<file path="config.mk">
export PLATFORM = sky130hd
export DESIGN_NAME = uart_bus_slave
export DESIGN_NICKNAME = d
export VERILOG_FILES = /design/src/rtl/uart_bus_slave_pkg.sv /design/src/rtl/uart_fifo.sv /design/src/rtl/uart_bus_slave.sv
export SDC_FILE = /design/constraint.sdc
export NUM_CORES = 1
export LEC_CHECK = 0
export BUFFER_PORTS_ARGS = -buffer_cell sky130_fd_sc_hd__buf_2
export CORE_ASPECT_RATIO = 0.5
export CORE_MARGIN = 5
export CORE_UTILIZATION = 64
export DETAILED_ROUTE_END_ITERATION = 10
export HOLD_SLACK_MARGIN = 0.06
export MAX_ROUTING_LAYER = met4
export PLACE_DENSITY = 0.85
export SYNTH_ARGS = -nofsm -noshare
export SYNTH_HDL_FRONTEND = slang
export SYNTH_SLANG_ARGS = --single-unit
</file>
<file path="constraint.sdc">
create_clock -name clk -period 5.15 [get_ports clk]
set_clock_uncertainty 0.1 [all_clocks]
set_input_delay 0.515 -clock clk [delete_from_list [all_inputs] [get_ports clk]]
set_output_delay 0.515 -clock clk [all_outputs]
set_load 0.01 [all_outputs]
</file>
<file path="src/rtl/uart_bus_slave_pkg.sv">
// Shared definitions for the UART bus slave: register map, status bits,
// interrupt index and the line-state enum used by both serial FSMs.
package uart_bus_slave_pkg;

    localparam int unsigned IRQ_UART           = 0;
    localparam int unsigned UART_ADDRESS_WIDTH = 1;

    localparam logic [UART_ADDRESS_WIDTH-1:0] UART_REG_DATA   = 1'b0;
    localparam logic [UART_ADDRESS_WIDTH-1:0] UART_REG_STATUS = 1'b1;

    localparam int unsigned ST_TX_NOT_FULL  = 0;
    localparam int unsigned ST_RX_NOT_EMPTY = 1;
    localparam int unsigned ST_RX_OVERRUN   = 2;
    localparam int unsigned ST_FRAME_ERR    = 3;
    localparam int unsigned ST_TX_IDLE      = 4;

    typedef enum logic [1:0] {
        IDLE  = 2'd0,
        START = 2'd1,
        DATA  = 2'd2,
        STOP  = 2'd3
    } UartState_t;

    // Clock cycles per bit: rounded clk/baud ratio, never below 4
    function automatic int unsigned uart_div(input int unsigned clk_freq,
                                             input int unsigned baud);
        int unsigned d;
        d = (clk_freq + baud / 2) / baud;
        return (d < 4) ? 4 : d;
    endfunction

endpackage

</file>
<file path="src/rtl/uart_fifo.sv">
// Synchronous show-ahead FIFO with occupancy count. A push is accepted
// when full only if a pop happens in the same cycle; a pop on empty is ignored.
module uart_fifo #(
    parameter int unsigned WIDTH = 8,
    parameter int unsigned DEPTH = 16
) (
    input  logic                     clk,
    input  logic                     rst,
    input  logic                     push,
    input  logic [WIDTH-1:0]         din,
    input  logic                     pop,
    output logic [WIDTH-1:0]         head,
    output logic                     full,
    output logic                     empty,
    output logic [$clog2(DEPTH):0]   count
);

    localparam int unsigned AW = $clog2(DEPTH);
    localparam logic [AW:0] FULL_CNT = (AW+1)'(DEPTH);

    logic [WIDTH-1:0] mem [DEPTH];
    logic [AW-1:0]    wr_ptr;
    logic [AW-1:0]    rd_ptr;
    logic             do_push;
    logic             do_pop;

    assign empty   = (count == '0);
    assign full    = (count == FULL_CNT);
    assign do_pop  = pop && !empty;
    assign do_push = push && (!full || do_pop);
    assign head    = mem[rd_ptr];

    // Storage array; contents need no reset since count gates visibility
    always_ff @(posedge clk) begin
        if (do_push) begin
            mem[wr_ptr] <= din;
        end
    end

    // Pointers and occupancy; pointers wrap naturally at DEPTH
    always_ff @(posedge clk) begin
        if (rst) begin
            wr_ptr <= '0;
            rd_ptr <= '0;
            count  <= '0;
        end else begin
            if (do_push) wr_ptr <= wr_ptr + 1'b1;
            if (do_pop)  rd_ptr <= rd_ptr + 1'b1;
            case ({do_push, do_pop})
                2'b10:   count <= count + 1'b1;
                2'b01:   count <= count - 1'b1;
                default: count <= count;
            endcase
        end
    end

endmodule

</file>
<file path="src/rtl/uart_bus_slave.sv">
// Bus slave UART: DATA/STATUS registers, TX and RX FIFOs, 8N1 serialiser
// and deserialiser, and an interrupt while received data is pending.
module uart_bus_slave
    import uart_bus_slave_pkg::*;
#(
    parameter int unsigned CLK_FREQ   = 40000000,
    parameter int unsigned BAUD       = 115200,
    parameter int unsigned FIFO_DEPTH = 16
) (
    input  logic        clk,
    input  logic        rst,
    input  logic [31:0] address,
    input  logic        read,
    input  logic        write,
    input  logic [31:0] data_wr,
    input  logic [3:0]  mask,
    output logic        stall,
    output logic [31:0] data_rd,
    output logic [31:0] data_rd_2,
    output logic [5:0]  interrupt,
    output logic        txd,
    input  logic        rxd
);

    localparam int unsigned DIV = uart_div(CLK_FREQ, BAUD);
    localparam int unsigned CW  = $clog2(DIV);
    localparam logic [CW-1:0] BIT_LAST  = CW'(DIV - 1);
    localparam logic [CW-1:0] HALF_LAST = CW'(DIV / 2 - 1);

    // Bus decode
    logic [UART_ADDRESS_WIDTH-1:0] reg_sel;
    logic sel_data;
    logic sel_status;
    logic cpu_push;
    logic cpu_pop;
    logic status_rd;

    // FIFO interfaces
    logic [7:0] tx_head;
    logic [7:0] rx_head;
    logic tx_full, tx_empty, rx_full, rx_empty;
    logic tx_pop, rx_push;
    logic [$clog2(FIFO_DEPTH):0] tx_count_unused;
    logic [$clog2(FIFO_DEPTH):0] rx_count_unused;

    // TX path
    UartState_t tx_state, tx_state_nx;
    logic [CW-1:0] tx_cnt, tx_cnt_nx;
    logic [2:0]    tx_idx, tx_idx_nx;
    logic [7:0]    tx_sh, tx_sh_nx;
    logic          tx_line;
    logic          txd_q;

    // RX path
    UartState_t rx_state, rx_state_nx;
    logic [CW-1:0] rx_cnt, rx_cnt_nx;
    logic [2:0]    rx_idx, rx_idx_nx;
    logic [7:0]    rx_sh, rx_sh_nx;
    logic          rx_sync1, rx_in, rx_prev;
    logic          ovr_set, ferr_set;
    logic          overrun, frame_err;

    logic unused_bits;

    assign reg_sel    = address[2 +: UART_ADDRESS_WIDTH];
    assign sel_data   = (reg_sel == UART_REG_DATA);
    assign sel_status = (reg_sel == UART_REG_STATUS);
    assign cpu_push   = write && sel_data && mask[0];
    assign cpu_pop    = read && sel_data && !rx_empty;
    assign status_rd  = read && sel_status;

    assign stall     = 1'b0;
    assign data_rd_2 = '0;
    assign txd       = txd_q;

    assign unused_bits = ^{address[31:3], address[1:0], data_wr[31:8], mask[3:1],
                           tx_count_unused, rx_count_unused};

    uart_fifo #(.WIDTH(8), .DEPTH(FIFO_DEPTH)) u_tx_fifo (
        .clk   (clk),
        .rst   (rst),
        .push  (cpu_push),
        .din   (data_wr[7:0]),
        .pop   (tx_pop),
        .head  (tx_head),
        .full  (tx_full),
        .empty (tx_empty),
        .count (tx_count_unused)
    );

    uart_fifo #(.WIDTH(8), .DEPTH(FIFO_DEPTH)) u_rx_fifo (
        .clk   (clk),
        .rst   (rst),
        .push  (rx_push),
        .din   (rx_sh),
        .pop   (cpu_pop),
        .head  (rx_head),
        .full  (rx_full),
        .empty (rx_empty),
        .count (rx_count_unused)
    );

    // Read mux: STATUS bits or RX head (zero when nothing is pending)
    always_comb begin
        data_rd = '0;
        if (sel_status) begin
            data_rd[ST_TX_NOT_FULL]  = !tx_full;
            data_rd[ST_RX_NOT_EMPTY] = !rx_empty;
            data_rd[ST_RX_OVERRUN]   = overrun;
            data_rd[ST_FRAME_ERR]    = frame_err;
            data_rd[ST_TX_IDLE]      = tx_empty && (tx_state == IDLE);
        end else if (!rx_empty) begin
            data_rd[7:0] = rx_head;
        end
    end

    // Interrupt vector: only the UART line is ever raised
    always_comb begin
        interrupt           = '0;
        interrupt[IRQ_UART] = !rx_empty;
    end

    // TX state register and registered line output
    always_ff @(posedge clk) begin
        if (rst) begin
            tx_state <= IDLE;
            tx_cnt   <= '0;
            tx_idx   <= '0;
            tx_sh    <= '0;
            txd_q    <= 1'b1;
        end else begin
            tx_state <= tx_state_nx;
            tx_cnt   <= tx_cnt_nx;
            tx_idx   <= tx_idx_nx;
            tx_sh    <= tx_sh_nx;
            txd_q    <= tx_line;
        end
    end

    // TX next state; STOP reloads straight into START so frames abut
    always_comb begin
        tx_state_nx = tx_state;
        tx_cnt_nx   = tx_cnt;
        tx_idx_nx   = tx_idx;
        tx_sh_nx    = tx_sh;
        tx_pop      = 1'b0;
        tx_line     = 1'b1;
        case (tx_state)
            IDLE: begin
                if (!tx_empty) begin
                    tx_pop      = 1'b1;
                    tx_sh_nx    = tx_head;
                    tx_cnt_nx   = '0;
                    tx_idx_nx   = '0;
                    tx_state_nx = START;
                end
            end
            START: begin
                tx_line = 1'b0;
                if (tx_cnt == BIT_LAST) begin
                    tx_cnt_nx   = '0;
                    tx_state_nx = DATA;
                end else begin
                    tx_cnt_nx = tx_cnt + 1'b1;
                end
            end
            DATA: begin
                tx_line = tx_sh[0];
                if (tx_cnt == BIT_LAST) begin
                    tx_cnt_nx = '0;
                    tx_sh_nx  = {1'b0, tx_sh[7:1]};
                    if (tx_idx == 3'd7) begin
                        tx_idx_nx   = '0;
                        tx_state_nx = STOP;
                    end else begin
                        tx_idx_nx = tx_idx + 1'b1;
                    end
                end else begin
                    tx_cnt_nx = tx_cnt + 1'b1;
                end
            end
            STOP: begin
                tx_line = 1'b1;
                if (tx_cnt == BIT_LAST) begin
                    tx_cnt_nx = '0;
                    if (!tx_empty) begin
                        tx_pop      = 1'b1;
                        tx_sh_nx    = tx_head;
                        tx_state_nx = START;
                    end else begin
                        tx_state_nx = IDLE;
                    end
                end else begin
                    tx_cnt_nx = tx_cnt + 1'b1;
                end
            end
            default: tx_state_nx = IDLE;
        endcase
    end

    // RX synchroniser, edge history, state register and sticky flags
    always_ff @(posedge clk) begin
        if (rst) begin
            rx_sync1  <= 1'b1;
            rx_in     <= 1'b1;
            rx_prev   <= 1'b1;
            rx_state  <= IDLE;
            rx_cnt    <= '0;
            rx_idx    <= '0;
            rx_sh     <= '0;
            overrun   <= 1'b0;
            frame_err <= 1'b0;
        end else begin
            rx_sync1 <= rxd;
            rx_in    <= rx_sync1;
            rx_prev  <= rx_in;
            rx_state <= rx_state_nx;
            rx_cnt   <= rx_cnt_nx;
            rx_idx   <= rx_idx_nx;
            rx_sh    <= rx_sh_nx;
            if (ovr_set)        overrun <= 1'b1;
            else if (status_rd) overrun <= 1'b0;
            if (ferr_set)       frame_err <= 1'b1;
            else if (status_rd) frame_err <= 1'b0;
        end
    end

    // RX next state: mid-bit sampling referenced from the start edge
    always_comb begin
        rx_state_nx = rx_state;
        rx_cnt_nx   = rx_cnt;
        rx_idx_nx   = rx_idx;
        rx_sh_nx    = rx_sh;
        rx_push     = 1'b0;
        ovr_set     = 1'b0;
        ferr_set    = 1'b0;
        case (rx_state)
            IDLE: begin
                if (rx_prev && !rx_in) begin
                    rx_cnt_nx   = '0;
                    rx_state_nx = START;
                end
            end
            START: begin
                if (rx_cnt == HALF_LAST) begin
                    rx_cnt_nx   = '0;
                    rx_idx_nx   = '0;
                    rx_state_nx = rx_in ? IDLE : DATA;
                end else begin
                    rx_cnt_nx = rx_cnt + 1'b1;
                end
            end
            DATA: begin
                if (rx_cnt == BIT_LAST) begin
                    rx_cnt_nx = '0;
                    rx_sh_nx  = {rx_in, rx_sh[7:1]};
                    if (rx_idx == 3'd7) begin
                        rx_idx_nx   = '0;
                        rx_state_nx = STOP;
                    end else begin
                        rx_idx_nx = rx_idx + 1'b1;
                    end
                end else begin
                    rx_cnt_nx = rx_cnt + 1'b1;
                end
            end
            STOP: begin
                if (rx_cnt == BIT_LAST) begin
                    rx_cnt_nx   = '0;
                    rx_state_nx = IDLE;
                    if (rx_in) begin
                        rx_push = 1'b1;
                        ovr_set = rx_full && !cpu_pop;
                    end else begin
                        ferr_set = 1'b1;
                    end
                end else begin
                    rx_cnt_nx = rx_cnt + 1'b1;
                end
            end
            default: rx_state_nx = IDLE;
        endcase
    end

endmodule
</file>
==> impl_metrics.toml <==
[floorplanning]
num_rows = 39
initial_core_util = 0.648
fp.dieH_um = 117
dieArea_um2 = 26300
die_w_um = 224
core_area_um2 = 22700
pin_count = 145

[clock_tree]
cts-resized-gates = 0
clockBufferDepth = 3
clk_pin_slew_ns = 0.07
cts_hold_buffers = 1
cts_inserted_buffers = 28
cts-root-buf = "clkbuf_16"
clk_latency_ns = 0.55
htree_levels = 1
cts_tree = "built"
cts_sinks = 340
postCtsSetupRepairBufs = 0

[critical_path]
worstPathArrival_ns = 4.23
endpoint_kind = "flip-flop"
criticalPathCategory = "reg2reg"
required_ns = 5.46
cp-start-kind = "flip-flop"
path_max_fanout = 13

[sta]
setup_viol = 0
tns_ns = 0
hold_ws_ns = 0.195
drv_slew = 0
min_period_ns = 3.92
fmax_mhz = 255
finalCritPeriodShare = 0.760
relSlewSlack = 0.206
hold_viol_final = 0
tightestPinTransition_ns = 1.18
rsz0062_at_grt = "false"

[placed_design]
gp_congestion = 0.840
hpwl_um = 17900
port-buffer-count = 24

[power]
total_power_w = 0.00617
powerDensity_nw_per_um2 = 393
power_leakage_nw = 5.29
vdd_drop_max_uv = 293

[routing]
post-route-drc-count = 0
wl_um = 28300
detail_route.iter0.violations = 849
via_per_inst = 6.13
first_pass_iters = 5
wl_per_cell_um = 21.5
ant_nets = 0
route.vias.total = 8077

[run_status]
status = "finished clean"

[final_layout]
area_growth_pct = 6.74
fin_util = 0.692
layout-drive-gt1-share = 0.176
final_cell_mix = "edfxtp_1 (256), dfxtp_1 (82), nor2_1 (70)"
diodes = 0
final_common_cell = "edfxtp_1"
fin_nets = 1094

[global_routing]
grt-ovfl-total = 0
grt_usage = 0.226
grt_max_degree = 53
antenna_found_initial = 0
grt_pass1_wl_um = 44300
grt_pass1_vias = 7859

[yosys]
yosysUniqueCellTypes = 74
yosys_warnings = 0
synth_top_flop_cell = "edfxtp_1"
netlist_instances = 974
ys_seq_area_frac = 0.637
netlist_area_um2 = 14700
synth_edf_count = 256
synth_area_per_cell_um2 = 15.1
async_flop_share = 0
ys_ff_latch = 340

[min_path]
hold_class = "in2reg"

[job]
cap_viol_max_count = 0
synth_stat cells, types with 7 or more instances:
master	n	area [um^2]
mux4_2	68	1530
o21ai_0	15	75.1
a21oi_1	41	205
nor2b_1	10	62.6
a22oi_1	16	120
dfxtp_1	84	1680
a311oi_1	9	78.8
nor2_1	70	263
a211oi_1	12	90.1
xor2_1	8	70.1
nand2_1	33	124
and2_1	8	50.1
clkbuf_1	25	93.8
mux2i_1	18	180
nor3_1	15	75.1
nand2b_1	13	81.3
buf_4	66	495
and3_1	10	62.6
xnor2_1	8	70.1
nand3_1	19	95.1
buf_2	11	55.1
nor3b_1	7	52.6
ha_1	32	400
inv_1	20	75.1
edfxtp_1	256	7690
metrics by stage:
stage	instance area, um^2	cells	setup WS [ns]
after floorplan	14900	1035	1.60
after global placement	14800	1264	1.38
after detailed placement	14800	1264	1.29
after CTS	15700	1317	1.18
after global routing	15700	1317	0.949
final	15700	1317	1.23
flip-flops by register name, summed over array words and instances, names as in the netlist, 2 cells and up, named ones only:
name,flops
u_tx_fifo.wr_ptr,4
rx_sh,8
tx_sh,8
rx_idx,3
rx_cnt,9
u_rx_fifo.rd_ptr,4
u_tx_fifo.rd_ptr,4
u_rx_fifo.mem,128
u_tx_fifo.count,5
u_rx_fifo.wr_ptr,4
tx_cnt,9
tx_idx,3
tx_state,2
u_rx_fifo.count,5
u_tx_fifo.mem,128
layer usage:
metal / part of all wire / vias up / GRT usage
met5: 0 / - / -
met4: 0.024 / 0 / 0.0523
met3: 0.068 / 48 / 0.0419
met2: 0.50 / 308 / 0.385
met1: 0.41 / 4062 / 0.290
li1: - / 3659 / -
logic make-up after synthesis:
family	Yosys count	share of synthesized area
AO/OA/AOI/OAI	134	0.0652
XOR/XNOR	16	0.00953
adder cells (fa/ha/maj)	33	0.0286
buffers and inverters	133	0.0548
flip-flops	340	0.637
multiplexers	88	0.118
other	1	0.000255
AND/OR/NAND/NOR	229	0.0866
worst max-delay path, stage by stage (launching register included):
cell and delay (ns):
dfxtp_1 0.33, inv_1 0.10, ha_1 0.18, and4b_2 0.34
a21oi_4 0.15, o311ai_4 0.50, and2_1 0.26, inv_1 0.07
ha_1 0.29, xor2_1 0.18, ha_1 0.23, or3b_2 0.45
a211o_1 0.26, a21oi_1 0.15, xnor2_1 0.14, nor2_1 0.05
path summary, 6_finish.rpt:
check	depth (start not counted)	slack, ns	start	endpoint
min reg2reg	1	0.32	rx_sync1	rx_in
min	4	0.19	read	overrun
max reg2reg	15	1.23	tx_cnt[0]	u_tx_fifo.count[4]
max	15	1.23	tx_cnt[0]	u_tx_fifo.count[4]
power by group:
group          total [W]  switching, W  internal [W]
clock            0.00209      0.000974       0.00112
combinational    0.00102      0.000599      0.000425
sequential       0.00306     0.0000725       0.00299
total            0.00617       0.00165       0.00453
area by class of cell:
class,count,area (um^2)
clock buffers,35,768
clock inverters,17,124
inverters,21,78.8
repair buffers,35,205
fillers,1425,6990
well taps,307,384
multi-input cells,562,4770
flip-flops and latches,340,9370
Note: power is estimated with default switching activity, not from simulation.
